`src/rtl/ps2_kbd_receiver_pkg.sv`:
```
// rtl/ps2_kbd_receiver_pkg.sv - shared PS/2 frame constants and frame check
// Purpose: frame geometry constants and the validity check for a received
//          PS/2 frame, shared by the receiver and its FIFO.
// Contents: PS2_FRAME_BITS, PS2_DATA_BITS, ps2_frame_ok().
package ps2_kbd_receiver_pkg;

  localparam int PS2_FRAME_BITS = 11;
  localparam int PS2_DATA_BITS  = 8;

  // buffered holds start (bit 0), d0..d7 (bits 8:1) and parity (bit 9);
  // stop is the sample arriving on the 11th falling edge.
  function automatic logic ps2_frame_ok(input logic [PS2_FRAME_BITS-2:0] buffered,
                                        input logic stop);
    return ~buffered[0] & stop & (^buffered[PS2_FRAME_BITS-2:1]);
  endfunction

endpackage

```
`src/rtl/ps2_kbd_fifo.sv`:
```
// rtl/ps2_kbd_fifo.sv - received scan-code FIFO with sticky overflow flag
// Purpose: circular buffer of received bytes; one slot is kept empty so
//          full and empty can be told apart from the pointers alone.
// Ports:
//   clk, rst        system clock, synchronous active-high reset
//   wr_en, wr_data  push a validated byte
//   pop             advance the read pointer (ignored when empty)
//   rd_data         entry at the read pointer
//   not_empty       read pointer differs from write pointer
//   overflow        sticky: a push arrived while full
module ps2_kbd_fifo
  import ps2_kbd_receiver_pkg::*;
#(
  parameter int DEPTH = 8
) (
  input  logic                     clk,
  input  logic                     rst,
  input  logic                     wr_en,
  input  logic [PS2_DATA_BITS-1:0] wr_data,
  input  logic                     pop,
  output logic [PS2_DATA_BITS-1:0] rd_data,
  output logic                     not_empty,
  output logic                     overflow
);

  localparam int AW = $clog2(DEPTH);

  logic [PS2_DATA_BITS-1:0] mem [DEPTH];
  logic [AW-1:0]            wr_ptr;
  logic [AW-1:0]            rd_ptr;
  logic                     full;
  logic                     do_pop;

  // Full is judged on the pointers before any pop in the same cycle.
  assign full      = (wr_ptr + AW'(1)) == rd_ptr;
  assign not_empty = rd_ptr != wr_ptr;
  assign do_pop    = pop & not_empty;
  assign rd_data   = mem[rd_ptr];

  always_ff @(posedge clk) begin
    if (wr_en && !full && !rst) begin
      mem[wr_ptr] <= wr_data;
    end
  end

  always_ff @(posedge clk) begin
    if (rst) begin
      wr_ptr   <= '0;
      rd_ptr   <= '0;
      overflow <= 1'b0;
    end else begin
      if (wr_en) begin
        if (full) begin
          overflow <= 1'b1;
        end else begin
          wr_ptr <= wr_ptr + AW'(1);
        end
      end
      if (do_pop) begin
        rd_ptr <= rd_ptr + AW'(1);
      end
    end
  end

endmodule

```
`src/rtl/ps2_kbd_receiver.sv`:
```
// rtl/ps2_kbd_receiver.sv - PS/2 keyboard frame receiver with byte FIFO
// Purpose: synchronises the keyboard lines, shifts in 11-bit frames on
//          ps2_clk falling edges, checks start/parity/stop and queues good
//          bytes. Receive-only.
// Ports:
//   clk, rst            system clock, synchronous active-high reset
//   ps2_clk, ps2_data   asynchronous keyboard lines
//   nextdata_n          active-low, level-sensitive pop request
//   data                byte at FIFO head (valid while ready)
//   ready               FIFO non-empty
//   overflow            sticky: a good byte was dropped on a full FIFO
module ps2_kbd_receiver
  import ps2_kbd_receiver_pkg::*;
#(
  parameter int FIFO_DEPTH  = 8,
  parameter int SYNC_STAGES = 3
) (
  input  logic                     clk,
  input  logic                     rst,
  input  logic                     ps2_clk,
  input  logic                     ps2_data,
  input  logic                     nextdata_n,
  output logic [PS2_DATA_BITS-1:0] data,
  output logic                     ready,
  output logic                     overflow
);

  localparam logic [3:0] LAST_BIT = 4'(PS2_FRAME_BITS - 1);

  logic [SYNC_STAGES-1:0]    clk_sync;
  logic [SYNC_STAGES-1:0]    data_sync;
  logic                      clk_fall;
  logic                      sample;
  logic [3:0]                bit_cnt;
  logic [PS2_FRAME_BITS-2:0] shift_buf;
  logic                      frame_done;
  logic                      wr_en;

  // Stages reset to 1 so leaving reset on an idle bus creates no edge.
  always_ff @(posedge clk) begin
    if (rst) begin
      clk_sync  <= '1;
      data_sync <= '1;
    end else begin
      clk_sync  <= {clk_sync[SYNC_STAGES-2:0], ps2_clk};
      data_sync <= {data_sync[SYNC_STAGES-2:0], ps2_data};
    end
  end

  // Data is taken from the stage of the same age as the newer clock sample.
  assign clk_fall = clk_sync[SYNC_STAGES-1] & ~clk_sync[SYNC_STAGES-2];
  assign sample   = data_sync[SYNC_STAGES-2];

  always_ff @(posedge clk) begin
    if (rst) begin
      bit_cnt   <= '0;
      shift_buf <= '0;
    end else if (clk_fall) begin
      if (bit_cnt == LAST_BIT) begin
        bit_cnt <= '0;
      end else begin
        shift_buf[bit_cnt] <= sample;
        bit_cnt            <= bit_cnt + 4'd1;
      end
    end
  end

  assign frame_done = clk_fall & (bit_cnt == LAST_BIT);
  assign wr_en      = frame_done & ps2_frame_ok(shift_buf, sample);

  ps2_kbd_fifo #(
    .DEPTH(FIFO_DEPTH)
  ) u_fifo (
    .clk      (clk),
    .rst      (rst),
    .wr_en    (wr_en),
    .wr_data  (shift_buf[PS2_DATA_BITS:1]),
    .pop      (~nextdata_n),
    .rd_data  (data),
    .not_empty(ready),
    .overflow (overflow)
  );

endmodule

```
`config.mk`:
```
export PLATFORM = sky130hd
export DESIGN_NAME = ps2_kbd_receiver
export DESIGN_NICKNAME = d
export VERILOG_FILES = /design/src/rtl/ps2_kbd_receiver_pkg.sv /design/src/rtl/ps2_kbd_fifo.sv /design/src/rtl/ps2_kbd_receiver.sv
export SDC_FILE = /design/constraint.sdc
export NUM_CORES = 1
export LEC_CHECK = 0
export ABC_CLOCK_PERIOD_IN_PS = 4300
export CELL_PAD_IN_SITES_DETAIL_PLACEMENT = 1
export CELL_PAD_IN_SITES_GLOBAL_PLACEMENT = 1
export CORE_ASPECT_RATIO = 0.8
export CORE_MARGIN = 3
export CORE_UTILIZATION = 35
export DETAILED_ROUTE_END_ITERATION = 12
export MAX_ROUTING_LAYER = met4
export PLACE_DENSITY_LB_ADDON = 0.1
export SYNTH_ARGS = -nofsm -noshare
export SYNTH_HDL_FRONTEND = slang
export SYNTH_HIERARCHICAL = 1
export SYNTH_SLANG_ARGS = --single-unit
```
`constraint.sdc`:
```
create_clock -name clk -period 4.3 [get_ports clk]
set_clock_uncertainty 0.05 [all_clocks]
set_input_delay 1.29 -clock clk [delete_from_list [all_inputs] [get_ports clk]]
set_output_delay 1.29 -clock clk [all_outputs]
set_load 0.1 [all_outputs]
```
==> impl_metrics.env, run 1 <==
export IMPL_post_place_ws_ns=0.966
export IMPL_cp_slowest_cell="dfxtp_1"
export IMPL_fillers=1104
export IMPL_hold_class="register to register"
export IMPL_fin_nets=295
export IMPL_via_count=2190
export IMPL_power_switching_share_pct=24.9
export IMPL_synth_most_common_cell="edfxtp_1"
export IMPL_cts_root_buf="clkbuf_16"
export IMPL_yosys_most_used_dff="edfxtp_1"
export IMPL_antenna_found_initial=0
export IMPL_synth_area_mm2=0.00393
export IMPL_max_stage_delay_ns=0.62
export IMPL_htreeDepth=3
export IMPL_drt_iter0_drc=155
export IMPL_place_congestion=0.741
export IMPL_cts_clk_slew_worst_paths_ns=0.07
export IMPL_cp_max_fo=9
export IMPL_synth_area_per_cell_um2=14.6
export IMPL_power_density_mw_per_mm2=450
export IMPL_drcViolationCount=0
export IMPL_hold_viol_final=0
export IMPL_cp_cell_sequence="buf_4, mux4_2, mux2_2, buf_4"
export IMPL_relSlewSlack_pct=27.0
export IMPL_wirelength_um=8100
export IMPL_post_cts_buffers=0
export IMPL_gr_usage_all_layers_pct=14.2
export IMPL_yosys_top_cells_area="edfxtp_1 49%, dfxtp_1 15%, mux4_2 9.2%"
export IMPL_cp_arrival_ns=2.31
export IMPL_fin_crit_sh_pct=84.9
export IMPL_finalSetupViolations=0
export IMPL_p_leak_nw=1.53
export IMPL_syn_nets=275
export IMPL_crit_type="register to output pin"
export IMPL_seq_area_frac_synth_pct=63.8
export IMPL_min_period_ns=3.65
export IMPL_ys_warn_count=6
export IMPL_dpl_hpwl_um=5270
export IMPL_drv_cap=0
export IMPL_critical_path_buf_inv_count=2
export IMPL_synthArstFlopShare_pct=0
export IMPL_ant_nets=0
export IMPL_yosys_area_top_type="edfxtp_1"
export IMPL_core_area_mm2=0.0106
export IMPL_worstSetupStartpointType="register"
export IMPL_clockPowerShare_pct=41.5
export IMPL_crit_top_cell="buf_4"
export IMPL_cts_repair_resize_count=0
export IMPL_synth_seq_cells=93
export IMPL_cts_sinks=93
export IMPL_grt_pass1_wl_um=13100
export IMPL_peakVddDrop_v=0.000192
export IMPL_syn_to_final_growth_pct=16.4
export IMPL_fmax_mhz=274
export IMPL_grt_pass1_vias=2319
export IMPL_internal_power_w=0.00155
export IMPL_synth_distinct_cells=48
export IMPL_port_buffers=14
export IMPL_seq_power_share_pct=47.3
export IMPL_antenna_cells=0
export IMPL_ioPinCount=15
export IMPL_synth_edff_count=64
export IMPL_grt_max_degree=34
export IMPL_yosys_area_top_type_share_pct=49.0
export IMPL_outcome="finished, final reports clean"
export IMPL_initial_core_util_pct=37.1
export IMPL_p_sw_w=0.000513
export IMPL_cts_buffer_depth=2
export IMPL_dieArea_mm2=0.0125
export IMPL_tritoncts="done"
export IMPL_worst_slack_ns=0.648
export IMPL_rows=33
export IMPL_hold_slack_ns=0.365
export IMPL_drt_first_pass_iters=4
export IMPL_grt_setup_unrepaired="no"
export IMPL_required_ns=2.96
export IMPL_combPwrFrac_pct=11.2
export IMPL_grt_ovfl_total=0
export IMPL_clock_latency_ns=0.34
export IMPL_synth_top_cells_by_count="64 x edfxtp_1, 29 x dfxtp_1, 21 x nand2_1"
export IMPL_worstMarginPinSlew_ns=1.08
export IMPL_die_h_um=101
export IMPL_maxSlewViolCount=0
export IMPL_vias_per_cell=5.06
export IMPL_avgRoutedWirePerCell_um=18.7
export IMPL_tns_ns=0
export IMPL_die_w_um=124
export IMPL_cts_hold_buf=0
export IMPL_cp_top_family="multiplexers"
export IMPL_postSynthCellCount=268
export IMPL_drive_gt1_share_pct=25.6
export IMPL_cts_buffers=9
export IMPL_endpoint_kind="output pin"
-- power groups by stage --
stage	clock [W]	combinational, W	sequential [W]
2_1_floorplan	0	0.000199	0.000977
3_3_place_gp	0	0.000230	0.000993
3_5_place_dp	0	0.000232	0.000994
4_1_cts	0.000880	0.000233	0.000974
5_1_grt	0.000911	0.000242	0.000975
6_report	0.000855	0.000231	0.000973
-- placed cells by master, fill, tap and decap left out, drive strengths merged, types with 4 or more instances in the layout --
master	n
dfxtp	29
clkbuf	10
xor2	4
nand3	14
mux2	10
a21oi	8
mux4	16
inv	8
edfxtp	64
clkdlybuf4s50	5
nor2b	7
buf	20
xnor2	7
nor2	13
or2	5
mux2i	5
nand2	21
-- registers in the layout (all words and copies together), names as in the netlist, named ones only --
name,flops
clk_sync,3
u_fifo/rd_ptr,3
bit_cnt,4
u_fifo/overflow,1
data_sync,2
shift_buf,10
u_fifo/wr_ptr,3
u_fifo/mem,64
-- routing by layer --
layer	track usage, %	part of all wire, %	wire length (um)	vias up
met5	-	0	0	-
met4	3.79	0.99	80	0
met3	4.40	3.1	252	5
met2	21.8	48	3900	25
met1	18.6	48	3860	1104
li1	-	-	-	1056
-- final cells by class --
type,count,area (um^2),area share [%]
flip-flops and latches,93,2500,54.7
multi-input cells,153,1350,29.5
clock buffers,10,229,5.01
repair buffers,25,200,4.38
well taps,140,175,3.83
clock inverters,6,95.1,2.08
inverters,6,22.5,0.493
-- final timing paths --
check	cells past startpoint	startpoint	to	slack (ns)
max	4	register	data[2]	0.65
min	1	data_sync[0]$_SDFF_PP1_	data_sync[1]$_SDFF_PP1_	0.36
max reg2reg	8	shift_buf[4]$_SDFFE_PP0P_	u_fifo/mem[4][3]$_DFFE_PP_	1.34
min reg2reg	1	data_sync[0]$_SDFF_PP1_	data_sync[1]$_SDFF_PP1_	0.36
-- cell families (layout without fill, tap and decap cells) --
logic type | count (synthesis) | count (layout) | synth area share (%)
compound gates | 25 | 25 | 4.37
fa+ha+maj | 2 | 2 | 0.637
mux | 31 | 31 | 13.3
xor+xnor | 13 | 13 | 3.63
simple gates | 82 | 82 | 11.7
flops | 93 | 93 | 63.8
buf+inv | 22 | 47 | 2.58
-- through the flow --
step	instances	power (W)	util (%)	cell area [um^2]
finish	433	0.00206	43.2	4570
global route	433	0.00213	43.2	4570
CTS	433	0.00209	43.2	4570
detailed placement	417	0.00123	40.2	4250
global placement	417	0.00122	40.2	4250
floorplan	268	0.00118	-	3930
(Power assumes the default switching activity.)
==> run 2: changes to the inputs <==
--- a/config.mk
+++ b/config.mk
@@ -5,7 +5,7 @@
 export SDC_FILE = /design/constraint.sdc
 export NUM_CORES = 1
 export LEC_CHECK = 0
-export ABC_CLOCK_PERIOD_IN_PS = 4300
+export ABC_CLOCK_PERIOD_IN_PS = 3350
 export CELL_PAD_IN_SITES_DETAIL_PLACEMENT = 1
 export CELL_PAD_IN_SITES_GLOBAL_PLACEMENT = 1
 export CORE_ASPECT_RATIO = 0.8
==> constraint.sdc (replaced) <==
create_clock -name clk -period 3.35 [get_ports clk]
set_clock_uncertainty 0.05 [all_clocks]
set_input_delay 1.005 -clock clk [delete_from_list [all_inputs] [get_ports clk]]
set_output_delay 1.005 -clock clk [all_outputs]
set_load 0.1 [all_outputs]
==> impl_metrics.env, run 2 (same netlist as run 1, synthesis figures left out) <==
export IMPL_avgRoutedWirePerCell_um=18.8
export IMPL_cts_hold_buf=0
export IMPL_largest_register_ffs=64
export IMPL_antenna_found_initial=0
export IMPL_peakVddDrop_v=0.000236
export IMPL_grt_pass1_wl_um=13400
export IMPL_hold_class="register to register"
export IMPL_cts_clk_slew_worst_paths_ns=0.07
export IMPL_worstSetupStartpointType="register"
export IMPL_syn_to_final_growth_pct=18.6
export IMPL_drcViolationCount=0
export IMPL_seq_area_mm2=0.00250
export IMPL_core_area_mm2=0.0106
export IMPL_power_density_mw_per_mm2=560
export IMPL_via_count=2189
export IMPL_combPwrFrac_pct=13.3
export IMPL_drive_gt1_share_pct=26.4
export IMPL_p_leak_nw=1.57
export IMPL_die_w_um=124
export IMPL_drt_iter0_drc=113
export IMPL_cp_max_fo=16
export IMPL_grt_max_degree=19
export IMPL_min_period_ns=3.06
export IMPL_cp_arrival_ns=2.00
export IMPL_cts_buffer_depth=2
export IMPL_antenna_cells=0
export IMPL_finalSetupViolations=0
export IMPL_dpl_hpwl_um=5410
export IMPL_hold_viol_final=0
export IMPL_grt_pass1_vias=2406
export IMPL_p_sw_w=0.000662
export IMPL_multiInputGateArea_mm2=0.00135
export IMPL_cts_buffers=9
export IMPL_layout_top_registers="u_fifo/mem: 64 flops, shift_buf: 10 flops, bit_cnt: 4 flops"
export IMPL_dr_wl_met3_um=289
export IMPL_cts_sinks=93
export IMPL_worstMarginPinSlew_ns=1.14
export IMPL_clock_latency_ns=0.34
export IMPL_wl_met2_um=3950
export IMPL_post_cts_buffers=0
export IMPL_power_switching_share_pct=25.4
export IMPL_drv_cap=0
export IMPL_outcome="finished, final reports clean"
export IMPL_hold_slack_ns=0.363
export IMPL_wirelength_um=8190
export IMPL_tns_ns=0
export IMPL_fillers=1078
export IMPL_grt_ovfl_total=0
export IMPL_crit_type="register to output pin"
export IMPL_htreeDepth=3
export IMPL_required_ns=2.29
export IMPL_ioPinCount=15
export IMPL_port_buffers=14
export IMPL_drt_first_pass_iters=4
export IMPL_place_congestion=0.743
export IMPL_maxSlewViolCount=0
export IMPL_clockPowerShare_pct=39.0
export IMPL_fmax_mhz=327
export IMPL_final_common_cell="edfxtp_1"
export IMPL_final_cell_mix="64 x edfxtp_1, 29 x dfxtp_1, 21 x nand2_1"
export IMPL_met1Wirelength_um=3870
export IMPL_seq_power_share_pct=47.6
export IMPL_relSlewSlack_pct=23.0
export IMPL_rows=33
export IMPL_ant_nets=0
export IMPL_die_h_um=101
export IMPL_fin_nets=297
export IMPL_cts_repair_resize_count=0
export IMPL_grt_setup_unrepaired="no"
export IMPL_fin_crit_sh_pct=91.3
export IMPL_finalPower_w=0.00261
export IMPL_tritoncts="done"
export IMPL_internal_power_w=0.00194
export IMPL_dieArea_mm2=0.0125
export IMPL_route_top_layer_used="met4"
export IMPL_vias_per_cell=5.03
export IMPL_endpoint_kind="output pin"
export IMPL_regMostFlops="u_fifo/mem"
export IMPL_initial_core_util_pct=37.1
export IMPL_cts_root_buf="clkbuf_16"
export IMPL_gr_usage_all_layers_pct=14.7
-- run 2: cell types whose count changed in the layout (fill, tap and decap cells not counted), sizes merged --
cell,change
buf,+3
bufinv,-1
clkdlybuf4s50,-1
clkinv,+1
clkinvlp,-1
inv,+1
-- run 2: power by group through the flow --
stage | Combinational (W) | Clock [W] | Sequential [W]
global route | 0.000365 | 0.00111 | 0.00124
finish | 0.000348 | 0.00102 | 0.00124
floorplan | 0.000255 | 0 | 0.00125
global placement | 0.000351 | 0 | 0.00127
detailed placement | 0.000351 | 0 | 0.00127
CTS | 0.000352 | 0.00105 | 0.00124
-- run 2: worst max-delay path, cell delays in order, from the launching register on --
cell and delay (ns):
dfxtp_1 0.31, buf_4 0.30, mux4_2 0.54, mux2_2 0.32, buf_12 0.18
-- run 2: stage by stage --
step,cells,worst slack (ns),utilization [%],instance area (um^2)
6_report,435,0.291,44.1,4660
5_1_grt,435,0.134,44.1,4660
4_1_cts,435,0.252,44.1,4660
3_5_place_dp,419,0.391,41.2,4360
3_3_place_gp,419,0.463,41.2,4360
2_1_floorplan,268,0.259,-,3930
-- run 2: cell type report --
type | count | area share (%)
sequential | 93 | 53.7
timing repair buffer | 27 | 6.72
clock inverter | 6 | 1.48
clock buffer | 10 | 4.92
multi-input combinational | 153 | 28.9
tap | 140 | 3.76
inverter | 6 | 0.484
-- run 2: worst paths after layout --
kind | from | endpoint | slack [ns] | depth (start not counted)
hold / removal | data_sync[0]$_SDFF_PP1_ | data_sync[1]$_SDFF_PP1_ | 0.36 | 1
hold reg to reg | data_sync[0]$_SDFF_PP1_ | data_sync[1]$_SDFF_PP1_ | 0.36 | 1
setup reg to reg | shift_buf[4]$_SDFFE_PP0P_ | u_fifo/mem[5][4]$_DFFE_PP_ | 0.40 | 7
setup / recovery | register | data[2] | 0.29 | 4
-- run 2: layer usage --
metal / GRT usage [%] / vias up
li1: - / 1059
met1: 18.3 / 1090
met2: 23.0 / 32
met3: 4.93 / 8
met4: 4.55 / 0
met5: - / -
==> run 3: changes to the inputs <==
--- a/config.mk
+++ b/config.mk
@@ -14,6 +14,7 @@
 export DETAILED_ROUTE_END_ITERATION = 12
 export MAX_ROUTING_LAYER = met4
 export PLACE_DENSITY_LB_ADDON = 0.1
+export SKIP_CTS_REPAIR_TIMING = 1
 export SYNTH_ARGS = -nofsm -noshare
 export SYNTH_HDL_FRONTEND = slang
 export SYNTH_HIERARCHICAL = 1
==> constraint.sdc (replaced) <==
create_clock -name clk -period 3.35 [get_ports clk]
set_clock_uncertainty 0.05 [all_clocks]
set_input_delay 1.005 -clock clk [delete_from_list [all_inputs] [get_ports clk]]
set_output_delay 1.005 -clock clk [all_outputs]
set_load 0.005 [all_outputs]
==> impl_metrics.env, run 3 (same netlist as run 1, synthesis figures left out) <==
export IMPL_largest_register_ffs=64
export IMPL_core_area_mm2=0.0106
export IMPL_wirelength_um=7920
export IMPL_grt_pass1_vias=2338
export IMPL_required_ns=2.29
export IMPL_max_stage_delay_ns=0.54
export IMPL_endpoint_kind="output pin"
export IMPL_port_buffers=14
export IMPL_clock_latency_ns=0.33
export IMPL_place_congestion=0.704
export IMPL_antenna_found_initial=0
export IMPL_fin_crit_sh_pct=95.9
export IMPL_peakVddDrop_v=0.000261
export IMPL_cp_slowest_cell="mux4_2"
export IMPL_grt_pass1_wl_um=13100
export IMPL_maxSlewViolCount=0
export IMPL_hold_class="register to register"
export IMPL_drt_first_pass_iters=4
export IMPL_drv_cap=0
export IMPL_regMostFlops="u_fifo/mem"
export IMPL_outcome="finished, final reports clean"
export IMPL_power_density_mw_per_mm2=524
export IMPL_worstMarginPinSlew_ns=1.17
export IMPL_rows=33
export IMPL_syn_to_final_growth_pct=17.0
export IMPL_cts_root_buf="clkbuf_16"
export IMPL_vias_per_cell=5.07
export IMPL_p_leak_nw=1.53
export IMPL_tns_ns=0
export IMPL_min_period_ns=3.21
export IMPL_cts_sinks=93
export IMPL_ioPinCount=15
export IMPL_grt_max_degree=33
export IMPL_fmax_mhz=311
export IMPL_rr_worst_depth=9
export IMPL_ant_nets=0
export IMPL_layout_top_registers="u_fifo/mem: 64 flops, shift_buf: 10 flops, bit_cnt: 4 flops"
export IMPL_relSlewSlack_pct=20.9
export IMPL_dpl_hpwl_um=5310
export IMPL_min_path_cells=1
export IMPL_drive_gt1_share_pct=23.3
export IMPL_grt_ovfl_total=0
export IMPL_finalSetupViolations=0
export IMPL_final_common_cell="edfxtp_1"
export IMPL_rr_startpoint="shift_buf[3]$_SDFFE_PP0P_"
export IMPL_antenna_cells=0
export IMPL_hp_start="data_sync[0]$_SDFF_PP1_"
export IMPL_cp_cell_sequence="buf_6, mux4_2, mux2_2, clkdlybuf4s50_1"
export IMPL_fin_nets=299
export IMPL_hold_viol_final=0
export IMPL_fin_cells=436
export IMPL_gr_usage_all_layers_pct=14.1
export IMPL_via_count=2212
export IMPL_avgRoutedWirePerCell_um=18.2
export IMPL_die_w_um=124
export IMPL_die_h_um=101
export IMPL_tritoncts="done"
export IMPL_final_cell_mix="64 x edfxtp_1, 29 x dfxtp_1, 21 x nand2_1"
export IMPL_drcViolationCount=0
export IMPL_cts_buffer_depth=2
export IMPL_place_inst=421
export IMPL_worstSetupStartpointType="register"
export IMPL_cts_buffers=9
export IMPL_drt_iter0_drc=148
export IMPL_htreeDepth=3
export IMPL_dieArea_mm2=0.0125
export IMPL_grt_setup_unrepaired="no"
export IMPL_cts_clk_slew_worst_paths_ns=0.06
export IMPL_cp_arrival_ns=2.16
export IMPL_crit_type="register to output pin"
export IMPL_initial_core_util_pct=37.1
export IMPL_cp_max_fo=16
run 3: cell types whose count changed in the layout (fill, tap and decap cells not counted):
cell and change:
clkinv_1 +1, clkbuf_1 -1, clkdlybuf4s50_1 +10, clkinv_4 +1
buf_6 +1, buf_4 -1, inv_6 -2, buf_12 -8
run 3: power breakdown:
group / internal [W] / switching (W) / leakage, nW / total [W]
clock: 0.000574 / 0.000410 / 0.139 / 0.000984
sequential: 0.00122 / 0.0000184 / 0.828 / 0.00124
combinational: 0.000107 / 0.0000748 / 0.561 / 0.000182
total: 0.00190 / 0.000503 / 1.53 / 0.00241
run 3: layout make-up:
type | instances | area [um^2]
fill | 1106 | 5980
clock buffer | 9 | 225
multi-input combinational | 153 | 1350
sequential | 93 | 2500
timing repair buffer | 29 | 256
inverter | 6 | 22.5
clock inverter | 6 | 63.8
tap | 140 | 175
run 3: worst paths after layout:
check / to / slack [ns]
hold reg to reg: data_sync[1]$_SDFF_PP1_ / 0.37
hold / removal: data_sync[1]$_SDFF_PP1_ / 0.37
setup / recovery: data[6] / 0.14
setup reg to reg: u_fifo/mem[4][4]$_DFFE_PP_ / 0.68
run 3: routing by layer:
metal  track usage, %  part of all wire [%]  vias up
li1                 -                     -     1062
met5                -                     0        -
met2             22.3                    49       40
met4             3.79                   1.0        0
met3             3.71                   3.9        8
met1             18.3                    46     1102
run 3: stage by stage:
step / utilization (%) / total power [W] / worst slack (ns) / hold WS [ns] / instance area, um^2
final: 43.4 / 0.00241 / 0.138 / 0.366 / 4590
after global routing: 43.4 / 0.00251 / 0.0224 / 0.386 / 4590
after CTS: 43.4 / 0.00244 / 0.0163 / 0.371 / 4590
after detailed placement: 40.7 / 0.00145 / 0.387 / 0.356 / 4300
after global placement: 40.7 / 0.00145 / 0.394 / 0.343 / 4300
after floorplan: - / 0.00138 / 0.259 / 0.339 / 3930
run 3: critical path: cells and delay by family, from the launching register on:
family	cells	cell delay, ns
buf+inv	2	0.68
mux	2	0.81
flops	1	0.32
==> patch (settings of run 3) <==
Reset style: asynchronous (`rst`), changed in 3 clocked blocks. Comments in the files are not updated.
--- a/src/rtl/ps2_kbd_fifo.sv
+++ b/src/rtl/ps2_kbd_fifo.sv
@@ -43,7 +43,7 @@
     end
   end
 
-  always_ff @(posedge clk) begin
+  always_ff @(posedge clk or posedge rst) begin
     if (rst) begin
       wr_ptr   <= '0;
       rd_ptr   <= '0;
--- a/src/rtl/ps2_kbd_receiver.sv
+++ b/src/rtl/ps2_kbd_receiver.sv
@@ -37,7 +37,7 @@
   logic                      wr_en;
 
   // Stages reset to 1 so leaving reset on an idle bus creates no edge.
-  always_ff @(posedge clk) begin
+  always_ff @(posedge clk or posedge rst) begin
     if (rst) begin
       clk_sync  <= '1;
       data_sync <= '1;
@@ -51,7 +51,7 @@
   assign clk_fall = clk_sync[SYNC_STAGES-1] & ~clk_sync[SYNC_STAGES-2];
   assign sample   = data_sync[SYNC_STAGES-2];
 
-  always_ff @(posedge clk) begin
+  always_ff @(posedge clk or posedge rst) begin
     if (rst) begin
       bit_cnt   <= '0;
       shift_buf <= '0;
Formal check against the unedited RTL: same outputs for any inputs over 10 cycles, from zero or initial values and one cycle with rst high; that may be too few to reach the edited logic, so the function may still have changed.
==> patch against run 3 <==
Design area down 1.3%. Wire length down 12%. Worst setup slack worse by 0.031 ns. Critical path depth unchanged. Area after synthesis down 1.7%. Sequential cell count down 3. Critical endpoint is now data[1].
Power is not compared: it rests on default switching activity, and its combinational part moved more than twofold at a synthesized area within 25%.
==> patch: results (changes against run 3) <==
** Status
- The run finished with clean final reports.

** Critical path
- The worst endpoint data arrival time is 2.19 ns (+0.03 ns).
- End point of the critical path :: data[1]
- The startpoint identified for the worst register-to-register timing path is shift_buf[1].
- Maximum fanout encountered on the critical timing path :: 19 (+3)
- The worst register-to-register path ends at u_fifo/mem[1][4].
- Worst reg-to-reg setup slack :: 0.53 ns (-0.15 ns)
- Length in cells of the worst reg-to-reg path :: 7 (-2)
- The stage delay of the slowest cell on the critical path came to 0.51 ns (-0.03 ns).

** Synthesis
- Sequential-to-total area share from yosys stat :: 0.6681 (+0.03052)
- Cell types with the highest counts after synthesis :: sky130_fd_sc_hd__edfxtp_1, sky130_fd_sc_hd__dfrtp_1, sky130_fd_sc_hd__mux4_2
- Yosys attributes the largest share of cell area to sky130_fd_sc_hd__edfxtp_1, sky130_fd_sc_hd__dfrtp_1, sky130_fd_sc_hd__mux4_2.
- Mux contribution to synthesized area :: 0.1546 (+0.02137)
- The count of distinct cell types in the synthesized netlist was 42 (-13%).
- The compound-cell area share of the yosys netlist is 0.03306 (-0.01061).
- Async set or reset register ratio after synthesis :: 0.2889 (+0.2889)
- Adder-Cell Fraction of Synth Area :: 0.006483 (+0.0001075)
- The share of the synthesized netlist area taken by xor and xnor gates came to 0.05089 (+0.01455).
- Number of nets produced by synthesis :: 222 (-19%)

** Place
- The sum of net half-perimeters after detailed placement is 4.778 mm (-10%).
- Weighted congestion at the end of routability-driven global placement :: 0.7249 (+3.0%)
- The post-detailed-placement cell area came to 4252 µm² (-1.1%).

** Final layout
- Fillers :: 1031 (-6.8%)
- Fraction of layout instances using a drive strength above 1 :: 0.3147 (+0.08163)
- Final Net Count :: 253 (-15%)

** Route
- The amount of wire on met3 after detailed routing came to 207 µm (-32%).
- The detailed-routing wirelength on met1 came to 3.435 mm (-6.3%).
- Average detailed-routed wire length per instance :: 17.90 µm (-1.5%)
- The total length of routed met2 wires was 3.252 mm (-16%).
- Iteration-0 DRC Markers :: 153 (+3.4%)
- Via-per-instance ratio :: 4.887 (-3.7%)

** Clock tree
- Clock-pin slew was measured on the worst setup and hold paths at 0.07 ns.
- Clock tree root driver cell :: sky130_fd_sc_hd__clkbuf_16

** Global routing
- The global router's overall resource usage is 0.1294 (-0.01172).
- The initial antenna violation count is 0 (unchanged).
- The met3 capacity usage during global routing was 0.03042 (-0.006654).
- The first-pass GRT wire length was 11.36 mm (-13%).
- Met1 capacity usage during global routing :: 0.1785 (-0.004549)
- The largest net degree at the start of global routing came to 20 (-39%).
- The via count of the first global-routing pass is 2000 (-14%).
- The met2 demand-to-capacity share in global routing came to 0.1909 (-0.03170).

** STA
- The actual slew at the worst max-slew pin came to 0.7206 ns (-0.4497 ns).
- Hold_ws :: 0.3082 ns (-0.05824 ns)

** Worst hold path
- Endpoint, Worst Hold :: clk_sync[1]
- Critical hold path startpoint :: clk_sync[0]
- The number of cells traversed by the worst hold path was 0 (-1).
-- patch: cell count changes after synthesis, moves of 5 or more --
cell	delta
sky130_fd_sc_hd__a21oi_1	-8
sky130_fd_sc_hd__dfrtp_1	+21
sky130_fd_sc_hd__dfstp_2	+5
sky130_fd_sc_hd__dfxtp_1	-29
sky130_fd_sc_hd__mux2_1	+6
sky130_fd_sc_hd__mux2i_1	-5
sky130_fd_sc_hd__nand2_1	-8
sky130_fd_sc_hd__nand3_1	-7
sky130_fd_sc_hd__nor2b_1	-6
sky130_fd_sc_hd__or2_2	-5
-- patch: critical path: cells and delay by family, from the launching register on --
family | cells | cell delay (ns)
multiplexers | 2 | 0.81
buffers and inverters | 2 | 0.66
flip-flops | 1 | 0.37
-- patch: layout make-up --
class	count	area (µm²)	share of cell area
inverter	5	18.77	0.004141
sequential	90	2579	0.5690
clock inverter	6	51.30	0.01132
timing repair buffer	29	265.3	0.05853
clock buffer	10	229.0	0.05052
multi-input combinational	111	1214	0.2678
tap	140	175.2	0.03865
-- patch: power breakdown --
| group | total [mW] | internal, mW | switching, mW |
|---|---|---|---|
| logic | 1.17 | 0.701 | 0.468 |
| clock network | 0.934 | 0.512 | 0.423 |
| registers | 1.60 | 1.39 | 0.214 |
-- patch: kinds of logic after synthesis --
family	Yosys count
flops	90
simple gates	44
mux	36
xor+xnor	16
buf+inv	14
compound gates	13
fa+ha+maj	2
-- patch: through the flow --
step                total power, mW  utilization  setup WS [ns]  instances
global placement              2.799       0.4054         0.4696        375
CTS                           3.772       0.4321        0.07295        391
detailed placement            2.824       0.4054         0.4437        375
global route                  3.945       0.4321        0.01802        391
floorplan                     2.405            -         0.3388        215
finish                        3.704       0.4321         0.1069        391
